--- config.mk ---
export PLATFORM = sky130hd
export DESIGN_NAME = lv1_victim_ctrl
export DESIGN_NICKNAME = d
export VERILOG_FILES = /design/src/rtl/lv1_victim_ctrl.sv
export SDC_FILE = /design/constraint.sdc
export NUM_CORES = 1
export LEC_CHECK = 0
export ABC_CLOCK_PERIOD_IN_PS = 4700
export CELL_PAD_IN_SITES_DETAIL_PLACEMENT = 1
export CELL_PAD_IN_SITES_GLOBAL_PLACEMENT = 1
export CORE_MARGIN = 5
export CORE_UTILIZATION = 31
export DETAILED_ROUTE_END_ITERATION = 8
export PLACE_DENSITY = 0.91
export SYNTH_ARGS = -nofsm -noshare
export SYNTH_HDL_FRONTEND = slang
export SYNTH_SLANG_ARGS = --single-unit
--- constraint.sdc ---
create_clock -name clk -period 4.7 [get_ports clk]
set_clock_uncertainty 0.05 [all_clocks]
set_input_delay 0.94 -clock clk [delete_from_list [all_inputs] [get_ports clk]]
set_output_delay 0.94 -clock clk [all_outputs]
set_load 0.02 [all_outputs]
--- src/rtl/lv1_victim_ctrl.sv ---
// L1 miss/victim controller: picks a replacement way for a missing set, sequences
// writeback and fill, then touches the pseudo-LRU; processor hits share the LRU port.

`ifndef INDEX_MSB_LV1
`define INDEX_MSB_LV1 11
`endif
`ifndef INDEX_LSB_LV1
`define INDEX_LSB_LV1 5
`endif

module lv1_victim_ctrl #(
    parameter int ASSOC_WID = 2,
    parameter int INDEX_MSB = `INDEX_MSB_LV1,
    parameter int INDEX_LSB = `INDEX_LSB_LV1
) (
    input  logic                         clk,
    input  logic                         rst_n,
    input  logic                         miss_req,
    input  logic [INDEX_MSB-INDEX_LSB:0] miss_index,
    output logic                         miss_ready,
    input  logic                         hit_valid,
    input  logic [INDEX_MSB-INDEX_LSB:0] hit_index,
    input  logic [ASSOC_WID-1:0]         hit_way,
    output logic                         hit_ready,
    input  logic [3:0]                   way_valid,
    input  logic [3:0]                   way_dirty,
    input  logic [ASSOC_WID-1:0]         lru_replacement_proc,
    output logic [INDEX_MSB-INDEX_LSB:0] index_proc,
    output logic                         lru_update,
    output logic [ASSOC_WID-1:0]         blk_accessed_main,
    output logic                         wb_req,
    input  logic                         wb_ack,
    output logic                         fill_req,
    input  logic                         fill_ack,
    output logic [ASSOC_WID-1:0]         victim_way,
    output logic                         done
);

    typedef enum logic [2:0] {
        S_IDLE   = 3'd0,
        S_SELECT = 3'd1,
        S_WB     = 3'd2,
        S_FILL   = 3'd3,
        S_UPD    = 3'd4
    } state_t;

    state_t                       r_state;
    logic [INDEX_MSB-INDEX_LSB:0] r_idx;
    logic [ASSOC_WID-1:0]         r_victim;
    logic                         r_wb_req;
    logic                         r_fill_req;
    logic                         r_done;

    logic [3:0]                   w_free;
    logic [ASSOC_WID-1:0]         w_victim;
    logic                         w_victim_dirty;
    logic                         w_hit_acc;

    genvar gi;
    generate
        for (gi = 0; gi < 4; gi++) begin : g_free
            assign w_free[gi] = ~way_valid[gi];
        end
    endgenerate

    // An empty way always beats the LRU choice; lowest-numbered empty way wins.
    always_comb begin
        w_victim = lru_replacement_proc;
        for (int i = 3; i >= 0; i--) begin
            if (w_free[i]) begin
                w_victim = ASSOC_WID'(i);
            end
        end
    end

    assign w_victim_dirty = way_valid[w_victim] & way_dirty[w_victim];

    assign miss_ready = (r_state == S_IDLE);
    assign hit_ready  = (r_state != S_SELECT) && (r_state != S_UPD);
    // Hits are held off while reset is asserted so the LRU port stays quiet.
    assign w_hit_acc  = hit_valid & hit_ready & rst_n;

    always_comb begin
        index_proc = r_idx;
        if (r_state == S_IDLE) begin
            index_proc = miss_index;
        end
        if (w_hit_acc) begin
            index_proc = hit_index;
        end
    end

    always_comb begin
        lru_update        = 1'b0;
        blk_accessed_main = '0;
        if (w_hit_acc) begin
            lru_update        = 1'b1;
            blk_accessed_main = hit_way;
        end else if (r_done) begin
            lru_update        = 1'b1;
            blk_accessed_main = r_victim;
        end
    end

    assign wb_req     = r_wb_req;
    assign fill_req   = r_fill_req;
    assign done       = r_done;
    assign victim_way = r_victim;

    always_ff @(posedge clk or negedge rst_n) begin
        if (!rst_n) begin
            r_state    <= S_IDLE;
            r_idx      <= '0;
            r_victim   <= '0;
            r_wb_req   <= 1'b0;
            r_fill_req <= 1'b0;
            r_done     <= 1'b0;
        end else begin
            case (r_state)
                S_IDLE: begin
                    if (miss_req) begin
                        r_idx   <= miss_index;
                        r_state <= S_SELECT;
                    end
                end
                S_SELECT: begin
                    r_victim <= w_victim;
                    if (w_victim_dirty) begin
                        r_state  <= S_WB;
                        r_wb_req <= 1'b1;
                    end else begin
                        r_state    <= S_FILL;
                        r_fill_req <= 1'b1;
                    end
                end
                S_WB: begin
                    if (wb_ack) begin
                        r_state    <= S_FILL;
                        r_wb_req   <= 1'b0;
                        r_fill_req <= 1'b1;
                    end
                end
                S_FILL: begin
                    if (fill_ack) begin
                        r_state    <= S_UPD;
                        r_fill_req <= 1'b0;
                        r_done     <= 1'b1;
                    end
                end
                S_UPD: begin
                    r_state <= S_IDLE;
                    r_done  <= 1'b0;
                end
                default: begin
                    r_state    <= S_IDLE;
                    r_wb_req   <= 1'b0;
                    r_fill_req <= 1'b0;
                    r_done     <= 1'b0;
                end
            endcase
        end
    end

endmodule

==> flow_summary.json <==
{
  "post_cts.repair.setup_buffers": 0,
  "ys_seq_area_share_pct": 37.9,
  "drt-initial-drc-count": 24,
  "min_path_cells": 1,
  "wl_per_cell_um": 14.7,
  "fmax_mhz": 268,
  "max-slew-margin-rel_pct": 43.2,
  "final_area_sq_mm": 0.00149,
  "cp.required_ns": 3.71,
  "cts_buffer_depth": 2,
  "max_stage_delay_ns": 0.63,
  "synth-edff-count": 0,
  "ys_warn_count": 0,
  "post-route-min-period_ns": 3.72,
  "yosysTopAreaCell": "dfrtp_1",
  "powerDensity_mw_per_mm2": 584,
  "total_power_w": 0.000870,
  "fin_setup_tns_ns": 0,
  "via_per_inst": 4.70,
  "io_buffers": 48,
  "outcome": "completed",
  "cp_max_fo": 19,
  "wl_mm": 2.76,
  "hold_violations": 0,
  "dieHeight_um": 66.5,
  "end_kind": "output port",
  "peakVddDrop_mv": 0.127,
  "grt_max_degree": 20,
  "cts_hold_buf": 0,
  "crit_top_cell": "clkdlybuf4s50_1",
  "path_class": "in -> out",
  "synth_cell_types": 31,
  "ys_ff_latch": 15,
  "antenna_left": 0,
  "die_x_um": 66.5,
  "drc": 0,
  "crit_path_start": "rst_n",
  "htree_levels": 1,
  "hpwl_mm": 2.29,
  "netlist_instances": 97,
  "setup_slack_ns": 0.975,
  "drv_cap": 0,
  "drtPass1Iterations": 2,
  "die-area_sq_mm": 0.00443,
  "grt_pass1_wl_mm": 4.61,
  "drive_gt1_share_pct": 13.9,
  "synth_top_area_share_pct": 37.9,
  "grt.overflow.total": 0,
  "synth.most_common_cell": "dfrtp_1",
  "timing.rr.end": "r_idx[6]",
  "crit_chain": "clkdlybuf4s50_1 -> buf_4 -> o211ai_4 -> o21ai_1 -> clkdlybuf4s50_1",
  "clk-insertion-delay-late_ns": 0.28,
  "place_ws_ns": 0.956,
  "cts_tree": "yes",
  "ys_dominant_reg_cell": "dfrtp_1",
  "finalCritPeriodShare_pct": 79.3,
  "hp-class": "reg -> reg",
  "num-nets-final": 177,
  "crit_path_start_kind": "input port",
  "globalplace.congestion": 0.740,
  "dp.cells": 184,
  "worst_pin_slew_ns": 0.847,
  "yosys-top-cells-count": "dfrtp_1 (15), nor2_1 (12), a21oi_1 (11)",
  "vias": 883,
  "clkTransAtPathRegs_ns": 0.09,
  "syn_area_per_cell_sq_um": 10.2,
  "setup_viol": 0,
  "syn-num-nets": 129,
  "crit_end": "blk_accessed_main[1]",
  "power_leakage_nw": 0.613,
  "diodes": 0,
  "finalMaxSlewViolations": 0,
  "critPathBufInv": 3,
  "cts_sinks": 15,
  "worst-r2r-cell-count": 3,
  "synth_area_leaders": "dfrtp_1 (38%), mux2_4 (11%), mux2i_1 (9.1%)",
  "netlist_area_sq_um": 991,
  "arrival_ns": 2.73,
  "antenna_found_initial": 0,
  "ys_async_sr_fraction_pct": 100,
  "track_usage_pct": 13.4,
  "io_pins": 49,
  "coreArea_sq_mm": 0.00305,
  "cts_resized": 0,
  "placed_area_sq_mm": 0.00146,
  "cp_top_family": "buffers and inverters",
  "final-instance-count-excl-fill": 188,
  "root_buffer": "clkbuf_4",
  "cts-buffers-inserted": 3,
  "rsz0062_at_grt": "no",
  "syn_to_final_growth_pct": 50.3,
  "crit_cells": 5,
  "rr_startpoint": "r_state[2]",
  "grt_pass1_vias": 953,
  "worst_path_max_delay_cell": "clkdlybuf4s50_1",
  "row_count": 20,
  "r2r_slack_ns": 2.56,
  "start_util_pct": 32.5
}
[cell type report]
class	count	area, sq um
Sequential cell	15	375
Inverter	5	18.8
Timing Repair Buffer	49	488
Tap cell	44	55.1
Clock buffer	3	22.5
Clock inverter	1	5.00
Multi-Input combinational cell	71	524
Fill cell	367	1560
[worst reg2reg max path: cells and delay by family, from the launching register on]
kind	cells	cell delay (ns)
multiplexers	1	0.32
AND/OR/NAND/NOR	2	1.12
flip-flops	1	0.53
[placed cells by master, fill, tap and decap left out, drive strengths merged, types with 2 or more instances in the layout]
master and n:
a21oi 11, and2 2, clkbuf 3, clkdlybuf4s50 48, dfrtp 15, inv 5, mux2 8, mux2i 9
nand2 4, nand3 3, nor2 12, nor3 2, o21ai 7
[power breakdown]
group          switching [W]  internal [W]  total [W]
Clock              0.0000422     0.0000315  0.0000736
Sequential         0.0000627      0.000188   0.000251
Combinational       0.000254      0.000292   0.000546
Total               0.000359      0.000511   0.000870
[cell families (layout without fill, tap and decap cells)]
kind of cell	Yosys count	count (layout)	share of synthesized area (%)
flops	15	15	37.9
simple gates	30	30	16.2
buf+inv	11	58	9.22
compound gates	23	23	14.3
mux	17	17	20.8
xor+xnor	1	1	1.64
[flip-flops by register name, indices dropped and copies added, names as in the netlist]
register / flops
r_idx: 7
wb_req: 1
done: 1
fill_req: 1
r_state: 3
victim_way: 2
[worst min path at each step]
stage                   from       end  slack, ns
global placement    r_idx[4]  r_idx[4]       0.44
finish              r_idx[0]  r_idx[0]       0.47
detailed placement  r_idx[0]  r_idx[0]       0.45
global route        r_idx[0]  r_idx[0]       0.48
floorplan           r_idx[0]  r_idx[0]       0.43
CTS                 r_idx[0]  r_idx[0]       0.47
[stage by stage]
stage | utilization (%) | hold WS (ns)
6_report | 48.8 | 0.467
5_1_grt | 48.8 | 0.482
4_1_cts | 48.8 | 0.473
3_5_place_dp | 47.9 | 0.445
3_3_place_gp | 47.9 | 0.441
2_1_floorplan | - | 0.431
[layer usage]
layer  routed length, um  global-route usage, %  share of wire (%)  vias up
li1                    -                      -                  -      429
met1                1190                   15.5                 43      417
met2                1370                   24.6                 50       35
met3                 192                   4.22                7.0        2
met4                   8                   1.52               0.29        0
met5                   0                      0                  0        -
(Power assumes the default switching activity.)
